===== src/rtl/rbot_pkg.sv =====
// Shared cube-robot definitions: move codes, face indices and executor states.
// Used by the move executor and the move sequencer.
package rbot_pkg;

  localparam int NUM_FACES = 6;

  typedef logic [3:0] move_code_t;

  localparam move_code_t MOVE_NONE     = 4'd0;
  localparam move_code_t MOVE_CW_FIRST = 4'd1;
  localparam move_code_t MOVE_CW_LAST  = 4'd6;
  localparam move_code_t MOVE_CCW_LAST = 4'd12;

  typedef enum logic [2:0] {
    FACE_U, FACE_D, FACE_F, FACE_B, FACE_L, FACE_R
  } face_t;

  typedef enum logic [2:0] {
    IDLE, SETUP, STEP_HIGH, STEP_LOW, SETTLE, DONE
  } exec_state_t;

  function automatic logic is_turn(move_code_t code);
    return (code >= MOVE_CW_FIRST) && (code <= MOVE_CCW_LAST);
  endfunction

  // Clockwise codes 1-6 and counter-clockwise codes 7-12 map onto the same faces.
  function automatic face_t face_of(move_code_t code);
    move_code_t idx;
    idx = (code <= MOVE_CW_LAST) ? code - MOVE_CW_FIRST : code - (MOVE_CW_LAST + MOVE_CW_FIRST);
    return face_t'(idx[2:0]);
  endfunction

  function automatic logic [NUM_FACES-1:0] face_mask(face_t f);
    return {{(NUM_FACES-1){1'b0}}, 1'b1} << f;
  endfunction

  function automatic int unsigned at_least_one(int unsigned v);
    return (v == 0) ? 1 : v;
  endfunction

endpackage


===== src/rtl/step_timer.sv =====
// Down-counting delay timer: load a count, decrement to zero, flag expiry.
module step_timer
  import rbot_pkg::*;
(
  input  logic        clock,
  input  logic        reset_n,
  input  logic        load,
  input  logic [31:0] load_value,
  output logic        expired
);

  logic [31:0] count;

  // NOTE: sequential state uses non-blocking assignments so every flop samples pre-edge values.
  always_ff @(posedge clock or negedge reset_n) begin
    if (!reset_n) begin
      count <= '0;
    end else if (load) begin
      count <= load_value;
    end else if (count != '0) begin
      count <= count - 32'd1;
    end
  end

  assign expired = (count == '0);

endmodule


===== src/rtl/move_executor.sv =====
// Executes one quarter-turn move: drives the selected face's stepper through
// dir setup, STEPS_PER_QUARTER step pulses and a mechanical settle, then reports done.
module move_executor
  import rbot_pkg::*;
#(
  parameter int unsigned STEPS_PER_QUARTER = 50,
  parameter int unsigned HALF_PERIOD       = 50000,
  parameter int unsigned SETUP_CYCLES      = 100,
  parameter int unsigned SETTLE_CYCLES     = 1000000
) (
  input  logic                 clock,
  input  logic                 reset_n,
  input  logic [3:0]           next_move,
  input  logic                 start_move,
  output logic [NUM_FACES-1:0] step,
  output logic [NUM_FACES-1:0] dir,
  output logic [NUM_FACES-1:0] motor_en,
  output logic                 busy,
  output logic                 move_done,
  output logic                 illegal_move
);

  localparam int unsigned STEP_COUNT = at_least_one(STEPS_PER_QUARTER);
  localparam int unsigned HALF_LEN   = at_least_one(HALF_PERIOD);
  localparam int unsigned SETUP_LEN  = at_least_one(SETUP_CYCLES);
  localparam int unsigned SETTLE_LEN = at_least_one(SETTLE_CYCLES);

  exec_state_t state;
  face_t       face;
  logic [15:0] steps_left;
  logic        illegal_pending;
  logic        timer_load;
  logic [31:0] timer_value;
  logic        timer_expired;

  step_timer u_timer (
    .clock      (clock),
    .reset_n    (reset_n),
    .load       (timer_load),
    .load_value (timer_value),
    .expired    (timer_expired)
  );

  // Each timed state is entered with length-1 loaded, so it lasts exactly length cycles.
  // NOTE: every signal written here gets a default first, so no latch is inferred.
  always_comb begin
    timer_load  = 1'b0;
    timer_value = '0;
    case (state)
      IDLE: if (start_move && is_turn(next_move)) begin
        timer_load  = 1'b1;
        timer_value = SETUP_LEN - 1;
      end
      SETUP, STEP_HIGH: if (timer_expired) begin
        timer_load  = 1'b1;
        timer_value = HALF_LEN - 1;
      end
      STEP_LOW: if (timer_expired) begin
        timer_load  = 1'b1;
        timer_value = (steps_left == 16'd1) ? SETTLE_LEN - 1 : HALF_LEN - 1;
      end
      default: ;
    endcase
  end

  always_ff @(posedge clock or negedge reset_n) begin
    if (!reset_n) begin
      state           <= IDLE;
      face            <= FACE_U;
      steps_left      <= '0;
      illegal_pending <= 1'b0;
      step            <= '0;
      dir             <= '0;
      motor_en        <= '0;
      busy            <= 1'b0;
      move_done       <= 1'b0;
      illegal_move    <= 1'b0;
    end else begin
      move_done    <= 1'b0;
      illegal_move <= 1'b0;
      case (state)
        IDLE: if (start_move) begin
          busy <= 1'b1;
          if (is_turn(next_move)) begin
            face       <= face_of(next_move);
            dir        <= (next_move <= MOVE_CW_LAST) ? face_mask(face_of(next_move)) : '0;
            motor_en   <= face_mask(face_of(next_move));
            steps_left <= 16'(STEP_COUNT);
            state      <= SETUP;
          end else begin
            illegal_pending <= (next_move != MOVE_NONE);
            state           <= DONE;
          end
        end
        SETUP: if (timer_expired) begin
          step  <= face_mask(face);
          state <= STEP_HIGH;
        end
        STEP_HIGH: if (timer_expired) begin
          step  <= '0;
          state <= STEP_LOW;
        end
        STEP_LOW: if (timer_expired) begin
          steps_left <= steps_left - 16'd1;
          if (steps_left == 16'd1) begin
            state <= SETTLE;
          end else begin
            step  <= face_mask(face);
            state <= STEP_HIGH;
          end
        end
        SETTLE: if (timer_expired) state <= DONE;
        DONE: begin
          move_done       <= 1'b1;
          illegal_move    <= illegal_pending;
          illegal_pending <= 1'b0;
          busy            <= 1'b0;
          motor_en        <= '0;
          dir             <= '0;
          state           <= IDLE;
        end
        default: state <= IDLE;
      endcase
    end
  end

endmodule

===== config.mk =====
export PLATFORM = sky130hd
export DESIGN_NAME = move_executor
export DESIGN_NICKNAME = d
export VERILOG_FILES = /design/src/rtl/rbot_pkg.sv /design/src/rtl/step_timer.sv /design/src/rtl/move_executor.sv
export SDC_FILE = /design/constraint.sdc
export NUM_CORES = 1
export LEC_CHECK = 0
export BUFFER_PORTS_ARGS = -buffer_cell sky130_fd_sc_hd__buf_2
export CORE_MARGIN = 3
export CORE_UTILIZATION = 50
export CTS_CLUSTER_SIZE = 16
export DETAILED_ROUTE_END_ITERATION = 8
export PLACE_DENSITY = 0.74
export SLEW_MARGIN = 20
export SYNTH_ARGS = -nofsm -noshare
export SYNTH_HDL_FRONTEND = slang
export SYNTH_HIERARCHICAL = 1
export SYNTH_SLANG_ARGS = --single-unit

===== constraint.sdc =====
create_clock -name clock -period 8.15 [get_ports clock]
set_clock_uncertainty 0.15 [all_clocks]
set_input_delay 0.815 -clock clock [delete_from_list [all_inputs] [get_ports clock]]
set_output_delay 0.815 -clock clock [all_outputs]
set_load 0.01 [all_outputs]

# After elaboration in Yosys (flattened, before gate mapping)

Cells that the tools add are included.

Eq/ne operators: 14
Add/subtract/negate cells: 4
$lt $le $gt $ge: 3
Shift-type cells: 2
Multiplexer cells: 42
Reduce and logical (&&, ||, !) cells: 19

Operators by type and width:

| cell                    | number |
|---|---|
| $mux W16                | 4 |
| $mux W32                | 2 |
| $pmux W20 S3            | 1 |
| $mux W6                 | 9 |
| $mux W20                | 2 |
| $logic_not A32 Y1       | 1 |
| $pmux W16 S2            | 1 |
| $reduce_bool A32 Y1     | 1 |
| $sub A32 B1 Y32 const B | 1 |
| $mux W3                 | 8 |
| $pmux W6 S2             | 2 |
| $pmux W6 S3             | 1 |
| $eq A16 B1 Y1 const B   | 1 |
| $ne A2 B2 Y1 const B    | 8 |
| $sub A16 B1 Y16 const B | 1 |
| $pmux W3 S5             | 1 |
| $shl A1 B3 Y6 const A   | 2 |
| $reduce_and A5 Y1       | 2 |
| $reduce_and A3 Y1       | 3 |
| $mux W1                 | 7 |
| $mux W7                 | 1 |
| $eq A3 B2 Y1 const B    | 2 |
| $eq A3 B3 Y1 const B    | 2 |
| $pmux W1 S2             | 3 |
| 15 further kinds        | 18 |

Input port bits: 7
Register bits: 76
Output and inout port bits: 21
Logic and storage cells: 95

# Longest topological paths before layout

Gate-level depths: netlist (run 1).

Depth after elaboration: 7
Mapped depth: 16
Depth with buffers taken out: 12

# Hierarchy

Netlist (run 1), hierarchy kept.

By module, submodules not included:

| module        | cells an instance | instances | sequential area each (µm²) | area each (µm²) |
|---|---|---|---|---|
| move_executor | 234               | 1         | 1,101.1                    | 2,367.3 |
| step_timer    | 202               | 1         | 800.8                      | 1,861.8 |

# Worst setup path before layout (run 1)

OpenSTA, ideal clock, no wires.

Path kind: reg-to-reg
Start point: reg u_timer.count[0]
End point: reg u_timer.count[30]
Path slack: 4.557 ns
Data arrival time: 3.309 ns
Cell stages (with the launch flop): 16
Setup time: 0.134 ns
Required time: 7.866 ns
Path through: dfrtp_1 inv_1 ha_1 or3b_2 clkbuf_1 or4_4 buf_6 nor3_1 buf_4 nor2b_1 o21ai_0 nand2_1 clkbuf_1 clkbuf_1 nor2b_1 a21oi_1

Cells in the longest elaborated chain, start to end: 4
Elaborated cells on any way between the ends: 8
Those cells by class: 1 x add/sub; 4 x mux; 3 x reduce/logical

Ends and longest elaborated chain:

| item                                                  | RTL line                                 | source |
|---|---|---|
| start: declaration                                    | step_timer.sv:12                         | `logic [31:0] count;` |
| start signal: assignment                              | step_timer.sv:19                         | `count <= load_value;` |
| start signal: assignment                              | step_timer.sv:21                         | `count <= count - 32'd1;` |
| $logic_not A32 Y1 *                                   | step_timer.sv:25                         | `assign expired = (count == '0);` |
| named net timer_expired                               | move_executor.sv:34                      | `logic timer_expired;` |
| $mux W1 *                                             | move_executor.sv:54, move_executor.sv:58 |  |
| $pmux W1 S2 *                                         | move_executor.sv:49                      | `case (state)` |
| named net timer_load                                  | move_executor.sv:32                      | `logic timer_load;` |
| $mux W32 / $reduce_bool A2 Y1 (equally long branches) | n/a                                      |  |

The timed path passes the listed nets; every way through them passes the cells marked *. The select of a mux whose other input is x is not followed.
A chain may end at the register's enable or synchronous reset.

# Worst setup path in the final report (run 1)

Start point: reg u_timer.count[0]
End point: reg u_timer.count[15]

The elaborated chain is that of the path after synthesis.

==> summary.txt, run 1 <==
Outcome
  • Status: finished, final reports clean

Clocking
  • # hold bufs at CTS: 0
  • CTS tree: built
  • Root cell of the clock tree: clkbuf_8
  • H-tree depth: 3
  • Clock latency at the later pin of the worst-skew pair: approximately 340 ps
  • Sink Count: 76
  • # Post-CTS Setup Buffers: 0
  • Max clock buf depth: 2
  • Post-CTS Resized: 0
  • CTS clock-pin slew for the worst setup and hold paths: 70 ps
  • TritonCTS Buffers: 9

Final layout
  • Finished Cell Area: 4640 µm²
  • Fill count: 688
  • Inserted Diodes: 0
  • Post-layout util: 0.583
  • Nets: 483
  • Share of layout cells above drive strength 1: 0.132
  • Synth-to-Final Area Change: 9.79%
  • Final Non-Filler Cells: between 500 and 600

Logic synthesis
  • Post-synth top area share: 0.450
  • Synth Area in Adders: 0.0284
  • Synth async-reset ratio: 1.00
  • Register area share after synthesis: 0.450
  • Avg Cell Area, Syn: 9.70 µm²
  • Synth Area in Compound Gates: 0.157
  • Post-synthesis cell type count: 58
  • Mapped Cells: approximately 440
  • Count leader, synth: dfrtp_1
  • Simple-gate area share of the yosys netlist: 0.239
  • Number of synthesized flops with an enable pin: 0
  • Largest family of logic cells by synthesized area: simple AND/OR/NAND/NOR gates
  • Post-Synth XOR/XNOR Area: 0.0704
  • Area leader, netlist: dfrtp_1
  • Synth warn: 6
  • Ys flop type: dfrtp_1
  • List of most frequent post-synthesis cells: dfrtp_1 (76), nand2_1 (53), o21ai_0 (27)
  • Largest cells by area after synthesis: dfrtp_1 (45%), nand2_1 (4.7%), xnor2_1 (3.9%)
  • Mux share of post-synthesis cell area: 0.0178
  • Seq cells post-synth: 76
  • Synthesized area: 4230 µm²

Floorplan
  • Die area: 9600 µm²
  • Cell row count: 32
  • Die Wd: between 90 and 100 µm
  • Ports: 28
  • Die Ht: 98.0 µm
  • Initial core utilization: 0.531
  • Core area: 7970 µm²

STA
  • Final hold slack: approximately 340 ps
  • Tmin final: 4360 ps
  • RSZ-0062 raised after global routing: false
  • Tcrit/Tclk final: 0.535
  • Max Freq: 0.230 GHz
  • Slew at the pin closest to its max-slew limit: 1050 ps
  • Final setup viols: 0
  • Setup TNS Final: 0 ps
  • Max-slew headroom: 0.294
  • Number of max-slew violations in the final report: 0
  • Fin. Hold Viols: 0
  • Final setup margin: roughly 3800 ps

Pwr
  • Peak VDD IR: 0.000144 V
  • P_leak: 1.92 nW
  • Pwr per Cell Area: 263 nW/µm²
  • Total power: 1.22 mW

Setup path
  • CP Class: reg -> reg
  • Max FO, Critical Path: 56
  • CP required: slightly above 8000 ps
  • Crit path capture type: register
  • CP startpoint kind: register
  • Worst Path Arrival: about 4400 ps
  • Reg2Reg Depth: 11

Global routing
  • GR Util All Layers: 0.190
  • GR Overflow Total: 0
  • Pin count of the biggest net entering global routing: 77
  • First-pass GRT wire length: 15.3 mm
  • Number of global-route vias before repair: approximately 3400
  • Initial antenna violation count: 0

Routing
  • Residual DRC: 0
  • Vias per inst: 5.80
  • Post-Route WL: 8.74 mm
  • Post-DR wirelength/cell: roughly 15 µm
  • Drt pass-1 iters: 4
  • Via Count: about 3300
  • DRT iter0 DRCs: between 100 and 150
  • Antenna viol nets, final: 0

Place
  • DP Cell Count: about 560
  • IO buf count: 27
  • Routability cong.: 0.839
  • Placed cell areas: 4460 µm²
  • DP Worst Slack: 3830 ps
  • Final HPWL DP: 6.11 mm

Job
  • Max_cap viols: 0

Hold path
  • Hold path depth: 1
  • Min-Delay Path Class: reg -> reg
==> sequential cells by signal, indices dropped and copies added, names as in the netlist <==
signal	cells
dir	6
illegal_pending	1
face	3
state	3
busy	1
move_done	1
illegal_move	1
u_timer/count	32
step	6
steps_left	16
motor_en	6
==> worst max-delay path, stage by stage (launching register included) <==
cell and delay [ps]:
dfrtp_1 390, inv_1 100, ha_1 180, or3b_2 540, or4_4 590, nor3_1 870, nor2b_1 250, o21ai_0 170
nand2_1 100, buf_4 440, or2_2 280, o21ai_0 130
==> path summary, 6_finish.rpt <==
check	slack, ps	start	end
max	3790	u_timer/count[0]	u_timer/count[15]
min	340	dir[4]	dir[4]
max reg2reg	3790	u_timer/count[0]	u_timer/count[15]
min reg2reg	340	dir[4]	dir[4]
max in group asynchronous	6780	reset_n	dir[3]
min in group asynchronous	450	reset_n	u_timer/count[25]
==> cell usage in the layout, fill, tap and decap left out, types with 3 or more instances in the layout <==
cell / n
dfrtp_1: 76
or4_4: 3
or4_1: 10
nor2b_1: 7
o31ai_1: 19
nand4b_1: 3
or2_2: 3
or3_1: 9
a21oi_1: 17
conb_1: 17
nor2_1: 24
nor3b_1: 3
a32o_1: 10
a22o_1: 4
xnor2_1: 19
buf_4: 3
mux2i_1: 3
o21ai_0: 27
inv_1: 9
nand3_1: 7
nor4_1: 11
nor3_1: 15
nand2b_1: 4
buf_2: 26
nand3b_1: 3
xor2_1: 15
nand2_1: 53
o2bb2ai_1: 4
clkbuf_8: 13
ha_1: 8
and2_1: 4
nand4_1: 8
==> area by class of cell <==
class,count,area [µm²],share of cell area
clock buffer,14,183,0.0393
clock inverter,1,5.00,0.00108
inverter,9,33.8,0.00728
multi-input combinational,342,2240,0.482
sequential,76,1900,0.410
tap,102,128,0.0275
timing repair buffer,29,153,0.0329
==> power breakdown <==
part / total, mW / internal (mW) / switching [mW] / leakage, nW
clock network: 0.269 / 0.142 / 0.126 / 0.0986
registers: 0.602 / 0.488 / 0.114 / 0.968
logic: 0.352 / 0.165 / 0.188 / 0.852
total: 1.22 / 0.795 / 0.428 / 1.92
==> kinds of logic (layout without fill, tap and decap cells) <==
group,count (synthesis),in the layout
AND/OR/NAND/NOR,180,180
XOR/XNOR,34,34
AO/OA/AOI/OAI,96,96
flip-flops,76,76
adder cells (fa/ha/maj),9,9
multiplexers,6,6
other,1,17
buffers and inverters,34,53
==> routing by layer <==
| metal | routed length [µm] | GRT usage |
|---|---|---|
| met1 | 3890 | 0.232 |
| met2 | 4430 | 0.331 |
| met5 | 0 | 0 |
| met4 | 131 | 0.0714 |
| met3 | 292 | 0.0379 |
Note: power is estimated with default switching activity, not from simulation.
==> run 2: changes to the inputs <==
==> constraint.sdc (replaced) <==
create_clock -name clock -period 4.3 [get_ports clock]
set_clock_uncertainty 0.15 [all_clocks]
set_input_delay 0.43 -clock clock [delete_from_list [all_inputs] [get_ports clock]]
set_output_delay 0.43 -clock clock [all_outputs]
set_load 0.01 [all_outputs]
==> run 2 against run 1 <==
Cell area is 1.3% higher. Sequential share of layout area is 0.51 points lower. Sequential power is 91% higher. Die area stayed put. Power is 95% higher. Routed wire length is 2.8% higher. Non-clock buffer count is 6 higher. Maximum frequency is 9.7% higher. Hold slack worse by 250 ps. Register-to-register slack worse by 3500 ps. Critical path type unchanged. Worst setup slack worse by 3500 ps.
==> summary.txt, run 2 (synthesis results as in run 1) <==
Floorplan
  • Die Ht: 98.0 µm (unchanged)
  • Core area: 7970 µm² (unchanged)
  • Die area: 9600 µm² (unchanged)
  • Ports: 28 (unchanged)
  • Initial core utilization: 0.531 (unchanged)
  • Cell row count: 32 (unchanged)
  • Die Wd: 98.0 µm (unchanged)

Final layout
  • Share of layout cells above drive strength 1: 0.140 (+0.00853)
  • Inserted Diodes: 0 (unchanged)
  • Regs by FF count: u_timer/count x32, steps_left x16
  • Most frequent cells in the layout: dfrtp_1 (76), nand2_1 (53), o21ai_0 (27)
  • Max reg flops: 32 (unchanged)
  • Nets: 489 (+1.2%)
  • Synth-to-Final Area Change: 11.2%
  • Biggest register: u_timer/count
  • Most common cell after layout, fill and taps aside: dfrtp_1

Clocking
  • # hold bufs at CTS: 0 (unchanged)
  • CTS tree: built
  • H-tree depth: 3 (unchanged)
  • Sink Count: 76 (unchanged)
  • TritonCTS Buffers: 9 (unchanged)
  • # Post-CTS Setup Buffers: 0 (unchanged)
  • Root cell of the clock tree: clkbuf_8
  • Max clock buf depth: 2 (unchanged)
  • Post-CTS Resized: 0 (unchanged)
  • Clock latency at the later pin of the worst-skew pair: 350 ps (about the same)
  • CTS clock-pin slew for the worst setup and hold paths: 70 ps (about the same)

Setup path
  • CP startpoint kind: register
  • Reg2Reg Depth: 10 (-1)
  • Crit path capture type: register
  • CP required: 4420 ps (-3780 ps)
  • Worst Path Arrival: 4090 ps (-320 ps)
  • Max FO, Critical Path: 9 (-84%)
  • Flop2flop setup slack: 330 ps (-3460 ps)
  • CP Class: reg -> reg

Global routing
  • First-pass GRT wire length: 16.0 mm (+4.1%)
  • Number of global-route vias before repair: 3438 (+1.7%)
  • Initial antenna violation count: 0 (unchanged)
  • GR Util All Layers: 0.200 (+0.0101)
  • GR Overflow Total: 0 (unchanged)
  • Pin count of the biggest net entering global routing: 77 (unchanged)

STA
  • Max Freq: 0.252 GHz (+9.7%)
  • Tmin final: 3970 ps (-385 ps)
  • Slew at the pin closest to its max-slew limit: 983 ps (-68.3 ps)
  • Final hold slack: 85.7 ps (-251 ps)
  • RSZ-0062 raised after global routing: false
  • Setup TNS Final: 0 ps (unchanged)
  • Tcrit/Tclk final: 0.924 (+0.389)
  • Max-slew headroom: 0.339 (+0.0454)
  • Final setup viols: 0 (unchanged)
  • Number of max-slew violations in the final report: 0 (unchanged)
  • Fin. Hold Viols: 0 (unchanged)
  • Final setup margin: 329 ps (-3460 ps)

Routing
  • DRT iter0 DRCs: 141 (+0.71%)
  • Antenna viol nets, final: 0 (unchanged)
  • Residual DRC: 0 (unchanged)
  • Drt pass-1 iters: 5 (+1)
  • Post-DR wirelength/cell: 15.5 µm (+1.6%)
  • Vias per inst: 5.83 (+0.49%)
  • Post-Route WL: 8.98 mm (+2.8%)
  • Via Count: 3382 (+1.7%)

Job
  • Max_cap viols: 0 (unchanged)

Hold path
  • Min-Delay Path Class: in -> async

Pwr
  • Peak VDD IR: 0.000267 V (+86%)
  • Pwr per Cell Area: 508 nW/µm² (+93%)
  • P_leak: 1.95 nW (+1.8%)

Outcome
  • Status: finished, final reports clean

Place
  • IO buf count: 27 (unchanged)
  • Routability cong.: 0.812 (-3.1%)
  • DP Worst Slack: 382 ps (-3450 ps)
  • Final HPWL DP: 6.19 mm (+1.4%)
-- run 2: changes by cell type in the layout (fill, tap and decap cells not counted) --
cell,previous run,this run
nor3_1,15,14
buf_4,3,9
clkinv_2,1,0
nor3_2,1,2
clkbuf_1,1,4
bufinv_16,0,1
clkbuf_8,13,11
-- run 2: area by class of cell --
class / count / area, µm²
Sequential cell: 76 / 1900
Clock buffer: 15 / 166
Multi-Input combinational cell: 342 / 2240
Timing Repair Buffer: 35 / 198
Fill cell: 700 / 3270
Tap cell: 102 / 128
Clock inverter: 1 / 30.0
Inverter: 9 / 33.8
-- run 2: worst paths after layout --
kind,end,startpoint
max,steps_left[14],u_timer/count[0]
min,u_timer/count[21],reset_n
max reg2reg,steps_left[14],u_timer/count[0]
min reg2reg,motor_en[5],motor_en[5]
max in group asynchronous,illegal_move,reset_n
min in group clock,face[0],next_move[0]
-- run 2: critical path: stages (launching register included) --
cell and delay [ps]:
dfrtp_1 390, inv_1 90, ha_1 180, or3b_2 530
or4_4 580, nor3_1 460, buf_4 240, and4b_1 380
nand2_1 220, or4_1 500, a21oi_1 170
-- run 2: where the power goes --
part	internal, mW	switching [mW]
Sequential	0.925	0.222
Combinational	0.322	0.369
Clock	0.302	0.249
Total	1.55	0.840
-- run 2: metrics by stage --
stage,area (µm²),utilization,total power [mW],std cells
after floorplan,4290,-,1.64,452
after global placement,4500,0.565,1.80,564
after detailed placement,4500,0.565,1.83,564
after CTS,4700,0.590,2.39,580
after global routing,4700,0.590,2.57,580
final,4700,0.590,2.39,580
-- run 2: metal layers --
metal,GRT usage,up-vias,share of wire
met3,0.0493,13,0.034
met1,0.249,1664,0.45
met4,0.0703,0,0.014
met5,0,-,0
li1,-,1652,-
met2,0.339,53,0.50
==> run 3: changes to the inputs <==
--- a/config.mk
+++ b/config.mk
@@ -10,7 +10,7 @@
 export CORE_UTILIZATION = 50
 export CTS_CLUSTER_SIZE = 16
 export DETAILED_ROUTE_END_ITERATION = 8
-export PLACE_DENSITY = 0.74
+export PLACE_DENSITY = 0.7
 export SLEW_MARGIN = 20
 export SYNTH_ARGS = -nofsm -noshare
 export SYNTH_HDL_FRONTEND = slang
==> run 3 against run 2 <==
Global-route usage fell by 0.81 points. Routed wire length fell by 1.6%. Utilization grew 0.71 points. Cell area rose by 1.2%. Non-clock buffer count up 1. Register-to-register slack improved by 90 ps. Clock-buffer cell count fell by 3. Worst setup slack improved by 91 ps. Sequential cell count unchanged. Power grew 4.6%. Combinational power fell by 2%. Critical endpoint is now u_timer/count[22]. Highest routed layer unchanged.
==> summary.txt, run 3 (synthesis results as in run 1) <==
Floorplan
  • Initial core utilization: 0.531 (unchanged)
  • Cell row count: 32 (unchanged)
  • Core area: 7970 µm² (unchanged)
  • Die area: 9600 µm² (unchanged)
  • Die Ht: 98.0 µm (unchanged)
  • Ports: 28 (unchanged)
  • Die Wd: 98.0 µm (unchanged)

Setup path
  • Max stage delay on crit path: 580 ps (about the same)
  • R2R Path End: u_timer/count[22]
  • Flop2flop setup slack: 420 ps (+90 ps)
  • Worst Path Arrival: 3940 ps (-150 ps)
  • Crit path capture type: register
  • CP top delay family: simple AND/OR/NAND/NOR gates
  • Worst r2r src: u_timer/count[0]
  • Crit. Startpoint: u_timer/count[0]
  • Crit-path cells: inv_1 -> ha_1 -> or3b_2 -> or4_4 -> nor3_1 -> buf_4 -> nor2b_1 -> o21ai_0 -> nand2_1 -> buf_4 -> o31ai_1
  • CP Class: reg -> reg
  • Slowest CP cell: or4_4
  • Buffers and inverters on the worst path: 3 (+1)
  • Max FO, Critical Path: 21 (+12)
  • Most used cell, CP: buf_4
  • Reg2Reg Depth: 11 (+1)
  • CP required: 4360 ps (-60 ps)
  • CP startpoint kind: register

Final layout
  • Synth-to-Final Area Change: 12.5%
  • Regs by FF count: u_timer/count x32, steps_left x16
  • Share of layout cells above drive strength 1: 0.146 (+0.00597)
  • Nets: 490 (+0.20%)
  • Max reg flops: 32 (unchanged)
  • Most frequent cells in the layout: dfrtp_1 (76), nand2_1 (53), o21ai_0 (27)
  • Inserted Diodes: 0 (unchanged)
  • Most common cell after layout, fill and taps aside: dfrtp_1
  • Biggest register: u_timer/count

Global routing
  • Pin count of the biggest net entering global routing: 77 (unchanged)
  • GR Util All Layers: 0.192 (-0.00809)
  • GR Overflow Total: 0 (unchanged)
  • Initial antenna violation count: 0 (unchanged)
  • First-pass GRT wire length: 15.2 mm (-4.5%)
  • Number of global-route vias before repair: 3400 (-1.1%)

Routing
  • Vias per inst: 5.77 (-0.97%)
  • DRT iter0 DRCs: 162 (+15%)
  • Via Count: 3355 (-0.80%)
  • Residual DRC: 0 (unchanged)
  • Drt pass-1 iters: 5 (unchanged)
  • Post-Route WL: 8.83 mm (-1.6%)
  • Post-DR wirelength/cell: 15.2 µm (-1.8%)
  • Antenna viol nets, final: 0 (unchanged)

Clocking
  • Sink Count: 76 (unchanged)
  • CTS tree: built
  • H-tree depth: 3 (unchanged)
  • Post-CTS Resized: 0 (unchanged)
  • CTS clock-pin slew for the worst setup and hold paths: 80 ps (about the same)
  • TritonCTS Buffers: 9 (unchanged)
  • # Post-CTS Setup Buffers: 0 (unchanged)
  • Max clock buf depth: 2 (unchanged)
  • Root cell of the clock tree: clkbuf_8
  • # hold bufs at CTS: 0 (unchanged)
  • Clock latency at the later pin of the worst-skew pair: 340 ps (about the same)

Place
  • Routability cong.: 0.845 (+4.0%)
  • Final HPWL DP: 6.11 mm (-1.4%)
  • DP Worst Slack: 446 ps (+64.0 ps)
  • IO buf count: 27 (unchanged)

STA
  • RSZ-0062 raised after global routing: false
  • Slew at the pin closest to its max-slew limit: 1030 ps (+45.8 ps)
  • Final setup margin: 420 ps (+90.8 ps)
  • Max Freq: 0.258 GHz (+2.3%)
  • Tcrit/Tclk final: 0.902 (-0.0211)
  • Max-slew headroom: 0.309 (-0.0303)
  • Number of max-slew violations in the final report: 0 (unchanged)
  • Setup TNS Final: 0 ps (unchanged)
  • Tmin final: 3880 ps (-90.8 ps)
  • Fin. Hold Viols: 0 (unchanged)
  • Final setup viols: 0 (unchanged)

Pwr
  • P_leak: 1.98 nW (+1.6%)
  • Pwr per Cell Area: 525 nW/µm² (+3.4%)
  • Peak VDD IR: 0.000242 V (-9.5%)

Hold path
  • Min-Delay Path Class: in -> async

Job
  • Max_cap viols: 0 (unchanged)

Outcome
  • Status: finished, final reports clean
==> run 3: changes by cell type in the layout (fill, tap and decap cells not counted), sizes merged <==
cell,delta
buf,+1
bufinv,+2
clkbuf,-3
clkinv,+1
==> run 3: worst max-delay path by stage <==
stage	depth (start not counted)	end	slack, ps
global placement	11	u_timer/count[21]	610
CTS	11	u_timer/count[22]	420
global route	11	u_timer/count[29]	110
floorplan	15	u_timer/count[30]	710
finish	11	u_timer/count[22]	420
detailed placement	11	u_timer/count[22]	450
==> run 3: final cells by class <==
type / count / area (µm²)
Fill cell: 678 / 3210
Multi-Input combinational cell: 342 / 2240
Clock buffer: 12 / 155
Tap cell: 102 / 128
Sequential cell: 76 / 1900
Timing Repair Buffer: 36 / 205
Inverter: 9 / 33.8
Clock inverter: 4 / 95.1
==> run 3: per-stage QoR <==
stage               cell area [µm²]  hold WS [ps]   util  instances  power [mW]
CTS                            4760           112  0.597        581        2.51
finish                         4760          60.7  0.597        581        2.50
detailed placement             4510           318  0.566        565        1.83
global placement               4510           322  0.566        565        1.79
floorplan                      4290         -15.6      -        452        1.64
global route                   4760           155  0.597        581        2.66
==> run 3: worst register-to-register path, delay by kind of cell (launching register included) <==
kind / cells / cell delay, ps
AND/OR/NAND/NOR: 5 / 2040
buffers and inverters: 3 / 660
flip-flops: 1 / 390
AO/OA/AOI/OAI: 2 / 310
adder cells (fa/ha/maj): 1 / 200
==> run 3: power breakdown <==
part	leakage (nW)	internal, mW	switching, mW	total [mW]
clock network	0.127	0.417	0.256	0.673
registers	0.968	0.925	0.223	1.15
logic	0.890	0.319	0.359	0.679
total	1.98	1.66	0.838	2.50
==> run 3: layer usage <==
layer  share of wire  vias to the layer above  track usage
met5               0                        -            0
met4          0.0072                        0       0.0618
met3           0.036                        6       0.0500
met2            0.50                       57        0.324
met1            0.45                     1643        0.241
li1                -                     1649            -
